File: src/rtl/ivs_slot_pkg.sv
// Shared definitions for the slot scheduler: slot geometry and FSM state encodings.
package ivs_slot_pkg;

    localparam int unsigned SLOT_NUM = 32;
    localparam int unsigned SLOT_W   = 5;

    typedef enum logic [2:0] {
        ST_IDLE     = 3'd0,
        ST_FETCH    = 3'd1,
        ST_WAIT_CMD = 3'd2,
        ST_START    = 3'd3,
        ST_RUN      = 3'd4,
        ST_DONE     = 3'd5
    } sched_state_e;

    // Next slot index, wrapping 31 -> 0.
    function automatic logic [SLOT_W-1:0] slot_next(input logic [SLOT_W-1:0] s);
        return s + SLOT_W'(1);
    endfunction

endpackage

File: src/rtl/ivs_rr_pick.sv
// Combinational round-robin picker: first set request at or above ptr_i, wrapping 31 -> 0.
module ivs_rr_pick
    import ivs_slot_pkg::*;
(
    input  logic [SLOT_NUM-1:0] req_i,
    input  logic [SLOT_W-1:0]   ptr_i,
    output logic [SLOT_W-1:0]   idx_o,
    output logic                vld_o
);

    logic [SLOT_NUM-1:0] rot;
    logic [SLOT_W-1:0]   off;

    // Rotate so the pointer position lands at bit 0; lowest set bit is then the winner.
    assign rot = SLOT_NUM'({req_i, req_i} >> ptr_i);

    always_comb begin
        off = '0;
        for (int i = int'(SLOT_NUM) - 1; i >= 0; i--) begin
            if (rot[i]) begin
                off = SLOT_W'(i);
            end
        end
    end

    assign idx_o = ptr_i + off;
    assign vld_o = |req_i;

endmodule

File: src/rtl/ivs_slot_sched.sv
// Slot scheduler: picks pending slots round-robin and sequences command fetch and frame run.
// Frame watchdog is built only when IVS_SLOT_SCHED_WDT_EN is defined.
module ivs_slot_sched
    import ivs_slot_pkg::*;
#(
    parameter int unsigned WDT_W = 16
) (
    input  logic                clk,
    input  logic                rst_n,
    input  logic                sched_en,
    input  logic                slot_post,
    input  logic [SLOT_W-1:0]   slot_post_id,
    output logic                slot_fetch_en,
    output logic [SLOT_W-1:0]   slot_sel_dec,
    input  logic                dma_cmd_resp,
    output logic                frm_start,
    input  logic                frm_done,
    output logic                slot_done,
    output logic [SLOT_W-1:0]   slot_done_id,
    output logic [SLOT_NUM-1:0] slot_pend,
    output logic                sched_busy,
    input  logic [WDT_W-1:0]    wdt_limit,
    input  logic                wdt_clr,
    output logic                wdt_err
);

    sched_state_e        state_q;
    logic [SLOT_NUM-1:0] pend_q;
    logic [SLOT_NUM-1:0] pend_d;
    logic [SLOT_W-1:0]   rr_ptr_q;
    logic [SLOT_W-1:0]   sel_q;
    logic [SLOT_W-1:0]   done_id_q;
    logic [SLOT_W-1:0]   pick_idx;
    logic                pick_vld;
    logic                fetch_q;
    logic                start_q;
    logic                done_q;
    logic                busy_q;
    logic                wdt_to_c;

    ivs_rr_pick u_rr_pick (
        .req_i (pend_q),
        .ptr_i (rr_ptr_q),
        .idx_o (pick_idx),
        .vld_o (pick_vld)
    );

    // Pending bitmap: a post lands after the DONE clear, so a same-cycle repost survives.
    always_comb begin
        pend_d = pend_q;
        if (state_q == ST_DONE) begin
            pend_d[sel_q] = 1'b0;
        end
        if (slot_post) begin
            pend_d[slot_post_id] = 1'b1;
        end
    end

    always_ff @(posedge clk) begin
        if (!rst_n) begin
            pend_q <= '0;
        end else begin
            pend_q <= pend_d;
        end
    end

    always_ff @(posedge clk) begin
        if (!rst_n) begin
            state_q   <= ST_IDLE;
            rr_ptr_q  <= '0;
            sel_q     <= '0;
            done_id_q <= '0;
            fetch_q   <= 1'b0;
            start_q   <= 1'b0;
            done_q    <= 1'b0;
            busy_q    <= 1'b0;
        end else begin
            fetch_q <= 1'b0;
            start_q <= 1'b0;
            done_q  <= 1'b0;
            case (state_q)
                ST_IDLE: begin
                    if (sched_en && pick_vld) begin
                        sel_q   <= pick_idx;
                        fetch_q <= 1'b1;
                        busy_q  <= 1'b1;
                        state_q <= ST_FETCH;
                    end
                end
                ST_FETCH: begin
                    state_q <= ST_WAIT_CMD;
                end
                ST_WAIT_CMD: begin
                    if (dma_cmd_resp) begin
                        start_q <= 1'b1;
                        state_q <= ST_START;
                    end
                end
                ST_START: begin
                    state_q <= ST_RUN;
                end
                ST_RUN: begin
                    if (frm_done || wdt_to_c) begin
                        done_q    <= 1'b1;
                        done_id_q <= sel_q;
                        state_q   <= ST_DONE;
                    end
                end
                ST_DONE: begin
                    rr_ptr_q <= slot_next(sel_q);
                    busy_q   <= 1'b0;
                    state_q  <= ST_IDLE;
                end
                default: begin
                    busy_q  <= 1'b0;
                    state_q <= ST_IDLE;
                end
            endcase
        end
    end

`ifdef IVS_SLOT_SCHED_WDT_EN
    logic [WDT_W-1:0] wdt_cnt_q;
    logic [WDT_W-1:0] wdt_cnt_d;
    logic             wdt_err_q;

    // Timeout fires in the RUN cycle whose increment reaches the limit.
    assign wdt_cnt_d = wdt_cnt_q + WDT_W'(1);
    assign wdt_to_c  = (state_q == ST_RUN) && (wdt_limit != '0) && (wdt_cnt_d == wdt_limit);

    always_ff @(posedge clk) begin
        if (!rst_n) begin
            wdt_cnt_q <= '0;
            wdt_err_q <= 1'b0;
        end else begin
            if (state_q == ST_START) begin
                wdt_cnt_q <= '0;
            end else if (state_q == ST_RUN) begin
                wdt_cnt_q <= wdt_cnt_d;
            end
            if (wdt_to_c) begin
                wdt_err_q <= 1'b1;
            end else if (wdt_clr) begin
                wdt_err_q <= 1'b0;
            end
        end
    end

    assign wdt_err = wdt_err_q;
`else
    logic unused_wdt;

    assign unused_wdt = ^{wdt_limit, wdt_clr};
    assign wdt_to_c   = 1'b0;
    assign wdt_err    = 1'b0;
`endif

    assign slot_fetch_en = fetch_q;
    assign slot_sel_dec  = sel_q;
    assign frm_start     = start_q;
    assign slot_done     = done_q;
    assign slot_done_id  = done_id_q;
    assign slot_pend     = pend_q;
    assign sched_busy    = busy_q;

endmodule

File: config.mk
export PLATFORM = sky130hd
export DESIGN_NAME = ivs_slot_sched
export DESIGN_NICKNAME = d
export VERILOG_FILES = /design/src/rtl/ivs_slot_pkg.sv /design/src/rtl/ivs_rr_pick.sv /design/src/rtl/ivs_slot_sched.sv
export SDC_FILE = /design/constraint.sdc
export NUM_CORES = 1
export LEC_CHECK = 0
export CORE_ASPECT_RATIO = 0.75
export CORE_MARGIN = 3
export CORE_UTILIZATION = 45
export DETAILED_ROUTE_END_ITERATION = 10
export PLACE_DENSITY = 0.66
export SETUP_SLACK_MARGIN = 0.15
export SYNTH_ARGS = -nofsm -noshare
export SYNTH_HDL_FRONTEND = slang
export SYNTH_HIERARCHICAL = 1
export SYNTH_SLANG_ARGS = --single-unit
File: constraint.sdc
create_clock -name clk -period 8.5 [get_ports clk]
set_clock_uncertainty 0.05 [all_clocks]
set_input_delay 1.7 -clock clk [delete_from_list [all_inputs] [get_ports clk]]
set_output_delay 1.7 -clock clk [all_outputs]
set_load 0.01 [all_outputs]
==> impl_metrics.py, run 1 <==
metrics = {
    "synthesis": {
        "synth_nets": 634,
        "ys_seq_area_share_pct": 16.85,
        "syn_area_um2": 6415,
        "synthTopCellsByCount": "mux4_2 (78), dfxtp_1 (54), mux2i_1 (51)",
        "yosysMostFrequentCell": "mux4_2",
        "synth_flop_cell": "dfxtp_1",
        "post-synth-top-area-cell": "mux4_2",
        "ys_warn_count": 6,
        "synth.avg_cell_area_um2": 10.75,
        "syn_inst": 597,
        "synthTopCellsByArea": "mux4_2 (27%), dfxtp_1 (17%), mux2i_1 (8.0%)",
        "ys_seq_elements": 54,
        "async_flop_share_pct": 0,
        "synth_edf_count": 0,
        "yosys.area.top_type_share_pct": 27.38,
        "synth_cell_types": 71,
    },
    "timing": {
        "rsz0062_at_grt": "false",
        "worstMarginPinSlew_ns": 1.020,
        "post-route-period-util_pct": 61.47,
        "timing.final.hold_violations": 0,
        "finalCriticalPeriod_ns": 5.225,
        "relSlewSlack_pct": 32.00,
        "finalSetupTns_ns": 0,
        "fmax_mhz": 191.4,
        "drv_slew": 0,
        "setup_viol": 0,
        "whs_ns": 0.4726,
    },
    "cts": {
        "post_cts_buffers": 0,
        "htree_levels": 2,
        "cts_resized": 0,
        "cts_buffer_depth": 2,
        "ctsHoldBuffers": 0,
        "clk_pin_slew_ns": 0.07,
        "cts_buffers": 5,
        "clock-root-buffer": "clkbuf_16",
        "clkSinkCount": 54,
        "clk_latency_ns": 0.30,
        "cts_tree": "yes",
    },
    "worst_setup_path": {
        "worst-path-buf-inv": 2,
        "critPathTopFamily": "compound AO/OA/AOI/OAI gates",
        "r2r_slack_ns": 3.27,
        "startpoint_type": "flop",
        "critPathSlowestCell": "mux4_2",
        "required_ns": 8.68,
        "arrival_ns": 5.41,
        "path_class": "flop to flop",
        "max_stage_delay_ns": 0.63,
        "crit_chain": "buf_4 > mux4_2 > mux4_2 > a222oi_1 > nand3_1 > a211o_1 > a21o_1 > a211o_1 > o211ai_1 > fa_1 > inv_1 > a21o_1 > a21oi_1 > xnor2_1 > xnor2_1 > nand2_1 > mux2i_1",
        "cp_max_fo": 39,
        "endpoint_kind": "flop",
    },
    "floorplan": {
        "die_w_um": 143.9,
        "start_util_pct": 46.34,
        "std_cell_rows": 37,
        "fp.coreArea_um2": 13840,
        "die_area_um2": 15740,
        "io_pins": 75,
        "die_y_um": 109.4,
    },
    "drt": {
        "wl_per_cell_um": 26.89,
        "vias": 5931,
        "routed_wl_um": 21250,
        "post-route-drc-count": 0,
        "first_iter_violations": 1092,
        "vias_per_cell": 7.508,
        "antenna_left": 0,
        "drt_first_pass_iters": 5,
    },
    "global_route": {
        "grt_usage_pct": 27.21,
        "antenna_found_initial": 0,
        "grt_overflow_total": 0,
        "grt_pass1_vias": 5530,
        "grt_pass1_wl_um": 33210,
        "grt_max_degree": 64,
    },
    "power_and_ir_drop": {
        "p_leak_nw": 2.393,
        "p_per_area_nw_per_um2": 87.96,
        "ir_drop_uv": 88.99,
    },
    "final_layout": {
        "drive_above_1_share_pct": 23.74,
        "diodes": 0,
        "area_growth_pct": 10.32,
        "num-nets-final": 651,
    },
    "placed_design": {
        "place_congestion": 0.9566,
        "port-buffer-count": 56,
        "dp_hpwl_um": 14820,
    },
    "run": {
        "max_cap_viol_count": 0,
    },
    "status": {
        "status": "complete, no violations",
    },
    "worst_hold_path": {
        "hold_class": "flop to flop",
    },
}
==> cells by family (layout without fill, tap and decap cells) <==
| group | after synthesis | count (layout) | share of synthesized area, % |
|---|---|---|---|
| fa+ha+maj | 9 | 9 | 1.873 |
| compound gates | 128 | 128 | 15.21 |
| xor+xnor | 8 | 8 | 1.092 |
| other cells | 1 | 1 | 0.05846 |
| buf+inv | 65 | 83 | 5.968 |
| mux | 171 | 171 | 44.82 |
| flops | 54 | 54 | 16.85 |
| simple gates | 161 | 161 | 14.12 |
==> worst paths after layout <==
| check | startpoint | endpoint | depth (start not counted) |
|---|---|---|---|
| min | slot_done_id[3] | slot_done_id[3] | 2 |
| max reg2reg | rr_ptr_q[2] | slot_sel_dec[4] | 17 |
| min reg2reg | slot_done_id[3] | slot_done_id[3] | 2 |
| max | rr_ptr_q[2] | slot_sel_dec[4] | 17 |
==> routing by layer <==
layer  part of all wire [%]  GRT usage, %  wire length (um)  vias up
met1                     42         41.10              9012     2895
li1                       -             -                 -     2498
met5                      0             0                 0        -
met2                     42         39.41              8839      500
met3                     15         7.826              3092       38
met4                    1.4         4.167               301        0
==> cells in the final DEF, fill, tap and decap left out, types with 6 or more instances in the layout <==
cell type and count:
a21oi_1 9, a32o_1 16, buf_4 7, clkdlybuf4s50_1 55, dfxtp_1 51, ha_1 8
inv_1 9, mux2_2 32, mux2i_1 51, mux4_1 9, mux4_2 78, nand2_1 35
nand2b_1 10, nand3_1 22, nand3b_1 10, nand4_1 11, nand4b_1 6, nor2_1 17
nor2b_1 10, nor3b_1 7, nor4_1 9, o211ai_1 14, o21ai_0 25, o221ai_1 7
o22ai_1 11, or2_2 6, xnor2_1 6
==> worst min-delay path, delay by kind of cell, from the launching register on <==
family	cells	cell delay, ns
flops	1	0.33
simple gates	1	0.10
mux	1	0.06
==> metrics by stage <==
stage          cell area [um2]  power [W]  util [%]  setup slack [ns]  std cells
6_report                  7077  0.0006225     51.13             3.275        790
5_1_grt                   7077  0.0006490     51.13             2.822        790
4_1_cts                   7077  0.0006237     51.13             3.246        790
3_5_place_dp              6908  0.0003914     49.91             3.261        782
3_3_place_gp              6908  0.0003884     49.91             3.354        782
2_1_floorplan             6415  0.0003510         -             4.218        597
==> state kept, by name, summed over array words and instances (netlist names) <==
register       cells
slot_sel_dec       5
rr_ptr_q           5
frm_start          1
sched_busy         1
state_q            3
slot_pend         32
slot_done_id       5
slot_fetch_en      1
slot_done          1
==> power by group <==
group	switching (W)	total, W	internal (W)
clock	0.0000949	0.000235	0.000140
sequential	0.0000212	0.000280	0.000259
combinational	0.0000550	0.000108	0.0000526
==> layout make-up <==
class | count | area (um2)
fill | 1210 | 6765
clock buffer | 5 | 125.1
inverter | 12 | 45.04
clock inverter | 3 | 43.79
sequential | 54 | 1085
multi-input combinational | 478 | 4951
timing repair buffer | 63 | 608.1
tap | 175 | 219.0
(Power assumes the default switching activity.)
==> inputs of run 2 (changes only) <==
==> constraint.sdc (replaced) <==
create_clock -name clk -period 5.01 [get_ports clk]
set_clock_uncertainty 0.05 [all_clocks]
set_input_delay 1.002 -clock clk [delete_from_list [all_inputs] [get_ports clk]]
set_output_delay 1.002 -clock clk [all_outputs]
set_load 0.01 [all_outputs]
==> run 2 against run 1 <==
  * Non-clock buffer count grew 44
  * Combinational power rose by 79%
  * Critical path depth up 2
  * Clock-buffer cell count did not move
  * Sequential cell count unchanged
  * Final cell count grew 5.4%
  * Hold slack gained 0.0016 ns
  * Global-route usage rose by 2.0 points
  * Sequential power up 68%
  * Register-to-register slack worse by 2.8 ns
  * Largest power group unchanged
==> impl_metrics.py, run 2 (synthesis results as in run 1) <==
metrics = {
    "status": {
        "status": "complete, no violations",
    },
    "floorplan": {
        "die_y_um": 109.4,
        "fp.coreArea_um2": 13840,
        "io_pins": 75,
        "die_area_um2": 15740,
        "start_util_pct": 46.34,
        "die_w_um": 143.9,
        "std_cell_rows": 37,
    },
    "worst_setup_path": {
        "worstReg2RegEnd": "slot_sel_dec[4]",
        "r2r_slack_ns": 0.43,
        "worst-path-buf-inv": 3,
        "startpoint_type": "flop",
        "required_ns": 5.19,
        "path_class": "flop to flop",
        "max_stage_delay_ns": 0.56,
        "reg2reg_from": "rr_ptr_q[3]",
        "endpoint_kind": "flop",
        "arrival_ns": 4.76,
        "critPathSlowestCell": "dfxtp_2",
        "cp_max_fo": 12,
        "crit_chain": "buf_4 > mux4_1 > mux2_2 > mux4_2 > a221oi_1 > o31ai_1 > a21oi_1 > nor2_1 > o41ai_2 > ha_1 > inv_1 > fa_1 > inv_1 > a21o_1 > a21oi_1 > xnor2_1 > xnor2_1 > nand2_1 > mux2i_1",
        "reg2regPathDepth": 19,
        "critPathTopFamily": "multiplexers",
    },
    "power_and_ir_drop": {
        "combPwrFrac_pct": 18.3,
        "pwr-share-seq_pct": 44.6,
        "p_per_area_nw_per_um2": 141.7,
        "swShare_pct": 27.36,
        "p_leak_nw": 2.623,
        "p_clk_share_pct": 37.1,
        "ir_drop_uv": 180.8,
        "internal-power_w": 0.0007660,
        "p_switching_w": 0.0002885,
    },
    "cts": {
        "cts_buffer_depth": 2,
        "htree_levels": 2,
        "clk_pin_slew_ns": 0.07,
        "clk_latency_ns": 0.29,
        "cts_buffers": 5,
        "clkSinkCount": 54,
        "clock-root-buffer": "clkbuf_16",
        "ctsHoldBuffers": 0,
        "cts_tree": "yes",
    },
    "final_layout": {
        "largest_reg_flops": 32,
        "layout_common_cells": "mux4_2 (78), clkdlybuf4s50_1 (55), dfxtp_1 (51)",
        "area_growth_pct": 16.03,
        "diodes": 0,
        "num-nets-final": 695,
        "drive_above_1_share_pct": 28.88,
        "final_common_cell": "mux4_2",
    },
    "placed_design": {
        "port-buffer-count": 56,
        "dp_hpwl_um": 16970,
        "place_congestion": 0.9843,
    },
    "global_route": {
        "grt_usage_pct": 29.18,
        "antenna_found_initial": 1,
        "grt_max_degree": 64,
        "grt_pass1_vias": 5963,
        "grt_overflow_total": 0,
        "grt_pass1_wl_um": 35280,
    },
    "timing": {
        "setup_viol": 0,
        "drv_slew": 0,
        "whs_ns": 0.4742,
        "post-route-period-util_pct": 91.39,
        "timing.final.hold_violations": 0,
        "relSlewSlack_pct": 31.48,
        "fmax_mhz": 218.4,
        "finalSetupTns_ns": 0,
        "rsz0062_at_grt": "false",
        "worstMarginPinSlew_ns": 1.028,
        "finalCriticalPeriod_ns": 4.579,
    },
    "drt": {
        "vias": 6256,
        "wl_per_cell_um": 27.30,
        "antenna_left": 0,
        "first_iter_violations": 1100,
        "routed_wl_um": 22740,
        "vias_per_cell": 7.510,
        "post-route-drc-count": 0,
        "drt_first_pass_iters": 6,
    },
    "worst_hold_path": {
        "whs_path_depth": 2,
        "hold_class": "flop to flop",
        "hold_end": "slot_done_id[0]",
        "hp-start": "slot_done_id[0]",
    },
    "run": {
        "max_cap_viol_count": 0,
    },
}
[run 2: changes by cell type in the layout (fill, tap and decap cells not counted)]
cell,change
dfxtp_2,-2
inv_6,-1
buf_4,+40
buf_6,+2
clkinv_4,+1
mux2i_1,-1
buf_12,+2
clkinv_2,-1
dfxtp_4,+2
mux2i_2,+1
[run 2: worst max path at each step]
stage,cells after the start,from,slack (ns),endpoint
floorplan,21,rr_ptr_q[2],0.73,slot_sel_dec[4]
global placement,19,rr_ptr_q[2],0.34,slot_sel_dec[4]
detailed placement,19,rr_ptr_q[2],0.26,slot_sel_dec[4]
CTS,19,rr_ptr_q[2],0.23,slot_sel_dec[4]
global route,19,rr_ptr_q[3],0.17,slot_sel_dec[4]
finish,19,rr_ptr_q[3],0.43,slot_sel_dec[4]
[run 2: power by group through the flow]
stage	Combinational, W	Clock, W	Sequential (W)
2_1_floorplan	0.000130	0	0.000466
3_3_place_gp	0.000185	0	0.000478
3_5_place_dp	0.000189	0	0.000479
4_1_cts	0.000190	0.000399	0.000469
5_1_grt	0.000208	0.000420	0.000472
6_report	0.000193	0.000392	0.000470
[run 2: final cells by class]
cell class                      count  area, um2
Timing Repair Buffer              107      970.9
Fill cell                        1215       6399
Clock buffer                        5      125.1
Multi-Input combinational cell    478       4955
Clock inverter                      2      38.79
Tap cell                          175      219.0
Sequential cell                    54       1090
Inverter                           12      45.04
[run 2: metal layers]
metal,part of all wire (%),GRT usage (%)
met1,40,42.18
met2,41,42.46
met3,16,10.09
met4,2.2,6.048
met5,0.057,0.6579
[run 2: per-stage QoR]
step	util [%]	worst slack, ns	cell area [um2]	total power [W]	instances
global placement	52.20	0.3378	7226	0.0006630	821
CTS	53.39	0.2320	7390	0.001058	828
detailed placement	52.20	0.2589	7226	0.0006678	821
finish	53.77	0.4313	7443	0.001055	833
global route	53.77	0.1684	7443	0.001100	833
floorplan	-	0.7281	6415	0.0005955	597
[run 2: repair_timing]
action,in CTS,in global routing
setup buffers,0,5
gates resized for setup,0,5
setup endpoints to repair,0,1
[run 2: worst reg2reg max path, stage by stage (launching register included)]
cell,delay (ns)
dfxtp_2,0.56
buf_4,0.30
mux4_1,0.37
mux2_2,0.33
mux4_2,0.50
a221oi_1,0.28
o31ai_1,0.12
a21oi_1,0.16
nor2_1,0.09
o41ai_2,0.30
ha_1,0.23
inv_1,0.05
fa_1,0.39
inv_1,0.07
a21o_1,0.10
a21oi_1,0.07
xnor2_1,0.17
xnor2_1,0.15
nand2_1,0.06
mux2i_1,0.15
